<file path="src/rtl/if_fetch_queue_if.sv">
// Fetch-side bundle: instruction-memory request/response bus plus the ID-stage handshake.
interface if_fetch_queue_if #(
   parameter int AW = 32,
   parameter int DW = 32
);
   logic          imem_req;
   logic [AW-1:0] imem_addr;
   logic          imem_gnt;
   logic          imem_rvalid;
   logic [DW-1:0] imem_rdata;
   logic          id_valid;
   logic          id_ready;
   logic [DW-1:0] id_instr;
   logic [AW-1:0] id_pc;

   modport master (
      output imem_req, imem_addr, id_valid, id_instr, id_pc,
      input  imem_gnt, imem_rvalid, imem_rdata, id_ready
   );

   modport slave (
      input  imem_req, imem_addr, id_valid, id_instr, id_pc,
      output imem_gnt, imem_rvalid, imem_rdata, id_ready
   );
endinterface

</file>
<file path="src/rtl/if_fetch_queue.sv">
// Instruction fetch unit: delayed-branch PC/nPC, credit-limited memory requests,
// in-order tag FIFO and an instruction queue toward ID, with flush and response dropping.
module if_fetch_queue #(
   parameter int            AW       = 32,
   parameter int            DW       = 32,
   parameter int            DEPTH    = 4,
   parameter logic [AW-1:0] RESET_PC = '0
) (
   input  logic                    clk,
   input  logic                    R,
   input  logic                    redirect_i,
   input  logic [1:0]              redirect_sel_i,
   input  logic [AW-1:0]           alu_out_i,
   input  logic [AW-1:0]           ta_i,
   input  logic                    flush_i,
   output logic [$clog2(DEPTH):0]  count_o,
   if_fetch_queue_if.master        bus
);
   localparam int PW = $clog2(DEPTH);
   localparam int CW = PW + 1;
   localparam logic [CW:0] DEPTH_W = DEPTH[CW:0];

   logic [AW-1:0] pc_q, pc_d, npc_q, npc_d, pend_q, pend_d;
   logic          pend_vld_q, pend_vld_d;
   logic [CW-1:0] cnt_q, cnt_d, outst_q, outst_d, drop_q, drop_d;
   logic [PW-1:0] qwr_q, qwr_d, qrd_q, qrd_d, twr_q, twr_d, trd_q, trd_d;
   logic [DW-1:0] qins_q [DEPTH];
   logic [AW-1:0] qpc_q  [DEPTH];
   logic [AW-1:0] tag_q  [DEPTH];

   logic          req, hs, rsp, push, pop, rd_vld;
   logic [AW-1:0] rd_raw, rd_tgt, ta_al;
   logic [CW:0]   credit_used;

   // Credits cover both queued entries and responses still owed, so pushes never overflow.
   assign credit_used = {1'b0, cnt_q} + {1'b0, outst_q};
   assign req    = R && (credit_used < DEPTH_W);
   assign hs     = req && bus.imem_gnt;
   assign rsp    = bus.imem_rvalid && (outst_q != '0);
   assign push   = rsp && !flush_i && (drop_q == '0);
   assign pop    = (cnt_q != '0) && bus.id_ready && !flush_i;

   assign rd_vld = redirect_i && (redirect_sel_i == 2'b01 || redirect_sel_i == 2'b10);
   assign rd_raw = (redirect_sel_i == 2'b01) ? alu_out_i : ta_i;
   assign rd_tgt = rd_raw & ~AW'(3);
   assign ta_al  = ta_i & ~AW'(3);

   assign bus.imem_req  = req;
   assign bus.imem_addr = pc_q;
   assign bus.id_valid  = (cnt_q != '0);
   assign bus.id_instr  = (cnt_q != '0) ? qins_q[qrd_q] : '0;
   assign bus.id_pc     = (cnt_q != '0) ? qpc_q[qrd_q]  : '0;
   assign count_o       = cnt_q;

   always_comb begin
      pc_d       = pc_q;
      npc_d      = npc_q;
      pend_d     = pend_q;
      pend_vld_d = pend_vld_q;
      cnt_d      = cnt_q + CW'(push) - CW'(pop);
      qwr_d      = qwr_q + PW'(push);
      qrd_d      = qrd_q + PW'(pop);
      outst_d    = outst_q + CW'(hs) - CW'(rsp);
      twr_d      = twr_q + PW'(hs);
      trd_d      = trd_q + PW'(rsp);
      drop_d     = drop_q - CW'(rsp && (drop_q != '0));
      if (flush_i) begin
         // Everything owed at the end of this cycle, including a grant taken now, gets dropped.
         cnt_d      = '0;
         qwr_d      = '0;
         qrd_d      = '0;
         pend_vld_d = 1'b0;
         pc_d       = ta_al;
         npc_d      = ta_al + AW'(4);
         drop_d     = outst_d;
      end else if (hs) begin
         pc_d       = npc_q;
         pend_vld_d = 1'b0;
         if (rd_vld)          npc_d = rd_tgt;
         else if (pend_vld_q) npc_d = pend_q;
         else                 npc_d = npc_q + AW'(4);
      end else if (rd_vld) begin
         pend_vld_d = 1'b1;
         pend_d     = rd_tgt;
      end
   end

   always_ff @(posedge clk or negedge R) begin
      if (!R) begin
         pc_q       <= RESET_PC;
         npc_q      <= RESET_PC + AW'(4);
         pend_q     <= '0;
         pend_vld_q <= 1'b0;
         cnt_q      <= '0;
         outst_q    <= '0;
         drop_q     <= '0;
         qwr_q      <= '0;
         qrd_q      <= '0;
         twr_q      <= '0;
         trd_q      <= '0;
      end else begin
         pc_q       <= pc_d;
         npc_q      <= npc_d;
         pend_q     <= pend_d;
         pend_vld_q <= pend_vld_d;
         cnt_q      <= cnt_d;
         outst_q    <= outst_d;
         drop_q     <= drop_d;
         qwr_q      <= qwr_d;
         qrd_q      <= qrd_d;
         twr_q      <= twr_d;
         trd_q      <= trd_d;
      end
   end

   // Payload storage needs no reset: occupancy and pointers decide what is visible.
   always_ff @(posedge clk) begin
      if (push) begin
         qins_q[qwr_q] <= bus.imem_rdata;
         qpc_q[qwr_q]  <= tag_q[trd_q];
      end
      if (hs) tag_q[twr_q] <= pc_q;
   end
endmodule
</file>
<file path="src/flat_wrapper.sv">
// flat-port wrapper written by rule: the top's interface ports become plain ports
module if_fetch_queue_flat 
#(
   parameter int            AW       = 32,
   parameter int            DW       = 32,
   parameter int            DEPTH    = 4,
   parameter logic [AW-1:0] RESET_PC = '0
)
  (clk, R, redirect_i, redirect_sel_i, alu_out_i, ta_i, flush_i, count_o, bus_imem_req, bus_imem_addr, bus_id_valid, bus_id_instr, bus_id_pc, bus_imem_gnt, bus_imem_rvalid, bus_imem_rdata, bus_id_ready);
  if_fetch_queue_if #(.AW(AW), .DW(DW)) bus_i ();
  input  logic clk;
  input  logic R;
  input  logic redirect_i;
  input  logic [1:0] redirect_sel_i;
  input  logic [AW-1:0] alu_out_i;
  input  logic [AW-1:0] ta_i;
  input  logic flush_i;
  output logic [$clog2(DEPTH):0] count_o;
  output wire logic [$bits(bus_i.imem_req)-1:0] bus_imem_req;
  output wire logic [$bits(bus_i.imem_addr)-1:0] bus_imem_addr;
  output wire logic [$bits(bus_i.id_valid)-1:0] bus_id_valid;
  output wire logic [$bits(bus_i.id_instr)-1:0] bus_id_instr;
  output wire logic [$bits(bus_i.id_pc)-1:0] bus_id_pc;
  input wire logic [$bits(bus_i.imem_gnt)-1:0] bus_imem_gnt;
  input wire logic [$bits(bus_i.imem_rvalid)-1:0] bus_imem_rvalid;
  input wire logic [$bits(bus_i.imem_rdata)-1:0] bus_imem_rdata;
  input wire logic [$bits(bus_i.id_ready)-1:0] bus_id_ready;
  assign bus_imem_req = bus_i.imem_req;
  assign bus_imem_addr = bus_i.imem_addr;
  assign bus_id_valid = bus_i.id_valid;
  assign bus_id_instr = bus_i.id_instr;
  assign bus_id_pc = bus_i.id_pc;
  assign bus_i.imem_gnt = bus_imem_gnt;
  assign bus_i.imem_rvalid = bus_imem_rvalid;
  assign bus_i.imem_rdata = bus_imem_rdata;
  assign bus_i.id_ready = bus_id_ready;
  if_fetch_queue #(.AW(AW), .DW(DW), .DEPTH(DEPTH), .RESET_PC(RESET_PC)) u_core (.clk(clk), .R(R), .redirect_i(redirect_i), .redirect_sel_i(redirect_sel_i), .alu_out_i(alu_out_i), .ta_i(ta_i), .flush_i(flush_i), .count_o(count_o), .bus(bus_i));
endmodule
</file>
<file path="config.mk">
export PLATFORM = sky130hd
export DESIGN_NAME = if_fetch_queue_flat
export DESIGN_NICKNAME = d
export VERILOG_FILES = /design/src/rtl/if_fetch_queue_if.sv /design/src/rtl/if_fetch_queue.sv /design/src/flat_wrapper.sv
export SDC_FILE = /design/constraint.sdc
export NUM_CORES = 1
export LEC_CHECK = 0
export ABC_AREA = 1
export CORE_UTILIZATION = 25
export CTS_BUF_LIST = sky130_fd_sc_hd__clkbuf_4
export CTS_CLUSTER_SIZE = 28
export DETAILED_ROUTE_END_ITERATION = 8
export SYNTH_ARGS = -nofsm -noshare
export SYNTH_HDL_FRONTEND = slang
export SYNTH_SLANG_ARGS = --single-unit
</file>
<file path="constraint.sdc">
create_clock -name clk -period 7.86 [get_ports clk]
set_clock_uncertainty 0.1 [all_clocks]
set_input_delay 1.179 -clock clk [delete_from_list [all_inputs] [get_ports clk]]
set_output_delay 1.179 -clock clk [all_outputs]
set_load 0.02 [all_outputs]
</file>
==> key figures <==
Run status
  – Status: finished clean

Timing
  – Final worst-path cycle share: 0.697
  – RSZ-0062 raised after global routing: false
  – Final Hold Slack: ~370 ps
  – Final Hold Fails: 0
  – Fin crit period: approximately 5500 ps
  – Setup TNS: 0 ps
  – Top achievable clock speed: 183 MHz
  – Slew headroom: 0.274
  – Final setup viols: 0
  – Worst slew pin tran: 1090 ps
  – Fin. max-slew vios: 0

Synth
  – Post-Syn Nets: 2253
  – Post-synthesis cell area: roughly 22000 sq um
  – Post-synth cell types: 46
  – Post-synth ARST share: 0.225
  – Sequential fraction of the synthesis area: 0.650
  – Post-Syn Instances: between 2k and 2.5k
  – Register bit total from synthesis: between 400 and 500
  – Ys flop type: edfxtp_1
  – Post-synth EDFFs: around 380
  – Syn. warnings: 0
  – Syn avg cell area: between 10 and 15 sq um

Setup path
  – Worst EP required: 6580 ps
  – Worst setup SP type: flop
  – Worst EP arrival: approximately 4200 ps
  – CP Max Fanout: 70
  – Critical path endpoint category: primary output
  – Critical path class: reg2out

Clock tree
  – Clk slew on worst S/H paths: about 60 ps
  – Clock tree sinks: between 400 and 500
  – CTS tree: done
  – Setup Buffers After CTS: 0
  – # H-tree levels: 4
  – CTS buffer count: ~140
  – Clk buf depth: 3
  – Worst-Skew Late Latency: 930 ps
  – Root Driver: clkbuf_4

GRT
  – First-pass GRT wire length: roughly 95000 microns
  – Number of global-route vias before repair: between 15k and 20k
  – GRT overflow: 0
  – Initial antenna violation count: 2
  – Largest net degree at the start of global routing: 73
  – Total GRT Usage: 0.145

Finish
  – Layout area overhead: 22.7%
  – Share of cells above drive strength 1: 0.120
  – Final nets: between 2k and 3k
  – Leading cell types in the layout, fill and taps excluded: nor2_1, edfxtp_1, nand2_1, o21ai_0, clkbuf_4
  – Fill count: 8817
  – Most common cell after layout, fill and taps aside: nor2_1
  – Fin area: roughly 26000 sq um

Power
  – Leakage: between 9 and 10 nW
  – Net load switching power: between 0.002 and 0.003 W
  – Int Power: roughly 0.0052 W
  – Peak VDD IR: around 0.00015 V
  – Comb pwr share: 0.288
  – Seq pwr share: 0.432
  – Clk pwr share: 0.280
  – Switch share: 0.351
  – PwrDens: ~310 nW/um^2

Floorplan
  – Core Rows: about 110
  – Die height: 296 microns
  – Core area: about 85000 sq um
  – Total Die Area: between 80000 and 90000 sq um
  – Die X: just under 300 microns
  – # IOs: roughly 210
  – Initial Utilization: 0.253

Flow run
  – Max-Cap Viols: 0

Worst hold path
  – Worst Hold Class: reg2reg

Placement
  – IO Port Bufs: 201
  – Placed cell area: approximately 25000 sq um
  – Hpwl dp: about 40000 microns
  – Routability cong.: between 0.8 and 0.9

Drt
  – Routed WL: 64200 microns
  – Vias/cell: around 4.5
  – Total number of vias: 16.4k
  – ANT nets after route: 0
  – Post-route DRC: 0
  – Pre-antenna DRT Iters: 5
  – Drt first-iter violations: 1217
  – Routed wire per std cell: around 18 microns
[state kept, by name, indices dropped and copies added, names as in the netlist, 2 cells and up]
| signal | count |
|---|---|
| u_core.npc_q | 30 |
| u_core.count_o | 3 |
| u_core.trd_q | 2 |
| u_core.outst_q | 3 |
| u_core.pend_q | 30 |
| u_core.twr_q | 2 |
| u_core.qwr_q | 2 |
| u_core.drop_q | 3 |
| u_core.bus.imem_addr | 31 |
| u_core.tag_q | 124 |
| u_core.qpc_q | 124 |
| u_core.qins_q | 128 |
| u_core.qrd_q | 2 |
[final timing paths]
check | startpoint | endpoint | slack [ps] | cells after the start
min in group asynchronous | R | u_core.pend_q[19] | 560 | 2
max in group asynchronous | R | u_core.bus.imem_addr[24] | 5900 | 3
hold reg to reg | u_core.pend_q[14] | u_core.pend_q[14] | 370 | 2
setup / recovery | u_core.qrd_q[0] | bus_id_pc[22] | 2380 | 5
setup reg to reg | u_core.count_o[1] | u_core.npc_q[15] | 4620 | 10
hold / removal | u_core.pend_q[14] | u_core.pend_q[14] | 370 | 2
[power by group through the flow]
stage / combinational (W) / sequential (W) / clock (W)
after global placement: 0.00234 / 0.00354 / 0
final: 0.00233 / 0.00350 / 0.00226
after detailed placement: 0.00237 / 0.00354 / 0
after global routing: 0.00258 / 0.00353 / 0.00248
after floorplan: 0.00135 / 0.00348 / 0
after CTS: 0.00238 / 0.00349 / 0.00235
[synthesized netlist by cell type, types with 2 or more instances]
master	n	area share
nand2_1	327	0.057
edfxtp_1	376	0.52
nand2_2	8	0.0023
inv_1	105	0.018
nand3b_1	2	0.00070
and2_1	2	0.00058
nor2_1	427	0.074
clkinv_1	3	0.00052
buf_1	20	0.0035
nand3_2	2	0.00093
or2_2	5	0.0015
nand2_4	2	0.0010
inv_2	7	0.0012
a31oi_1	2	0.00058
xnor2_1	6	0.0024
nor3_1	28	0.0065
o21ai_1	17	0.0039
buf_2	32	0.0074
a211oi_1	4	0.0014
fa_1	2	0.0019
nand3_1	63	0.015
dfrtp_1	108	0.13
nand4_1	6	0.0017
o21bai_1	3	0.0010
buf_4	2	0.00070
ha_1	15	0.0087
clkbuf_1	60	0.010
o21ai_0	260	0.060
xor2_1	14	0.0057
a21oi_1	128	0.030
o211ai_1	5	0.0017
nor2_2	12	0.0035
a221oi_1	7	0.0028
o22ai_1	50	0.015
nor2_4	10	0.0052
[repair_timing]
| action | 4_1_cts | 5_1_grt |
|---|---|---|
| endpoints found under the hold margin | 10 | 0 |
| hold buffers | 1 | 0 |
| resized for setup | 0 | 0 |
[final cells by class]
type / instances / area, sq um / area share
Sequential cell: 485 / 14000 / 0.530
Multi-Input combinational cell: 1416 / 6700 / 0.253
Timing Repair Buffer: 226 / 2190 / 0.0829
Clock buffer: 201 / 1510 / 0.0570
Tap cell: 1144 / 1430 / 0.0541
Inverter: 115 / 433 / 0.0164
Clock inverter: 31 / 176 / 0.00666
Antenna cell: 5 / 12.5 / 0.000473
[metrics by stage]
step	worst slack (ps)	cells	utilization	total power, W
5_1_grt	1930	3621	0.310	0.00859
2_1_floorplan	1160	2131	-	0.00483
4_1_cts	2110	3618	0.310	0.00822
3_3_place_gp	2820	3385	0.290	0.00588
3_5_place_dp	2730	3385	0.290	0.00591
6_report	2380	3623	0.310	0.00809
[metal layers]
metal | share of wire | vias to the layer above | GRT usage
li1 | - | 7931 | -
met1 | 0.43 | 7790 | 0.185
met2 | 0.48 | 579 | 0.236
met3 | 0.073 | 108 | 0.0363
met4 | 0.023 | 0 | 0.0567
met5 | 0 | - | 0
[critical path, stage by stage (launching register included)]
cell,delay [ps]
dfrtp_4,850
clkinv_2,770
buf_4,580
o21ai_0,310
a21oi_1,130
clkdlybuf4s50_1,570
[kinds of logic (layout without fill, tap and decap cells)]
kind of cell / after synthesis / after routing / synth area share
fa+ha+maj: 17 / 17 / 0.0106
compound gates: 482 / 482 / 0.118
other cells: 0 / 5 / 0
buf+inv: 230 / 573 / 0.0423
mux: 1 / 1 / 0.000464
simple gates: 896 / 896 / 0.170
flops: 485 / 485 / 0.650
xor+xnor: 20 / 20 / 0.00812
Note: power is estimated with default switching activity, not from simulation.
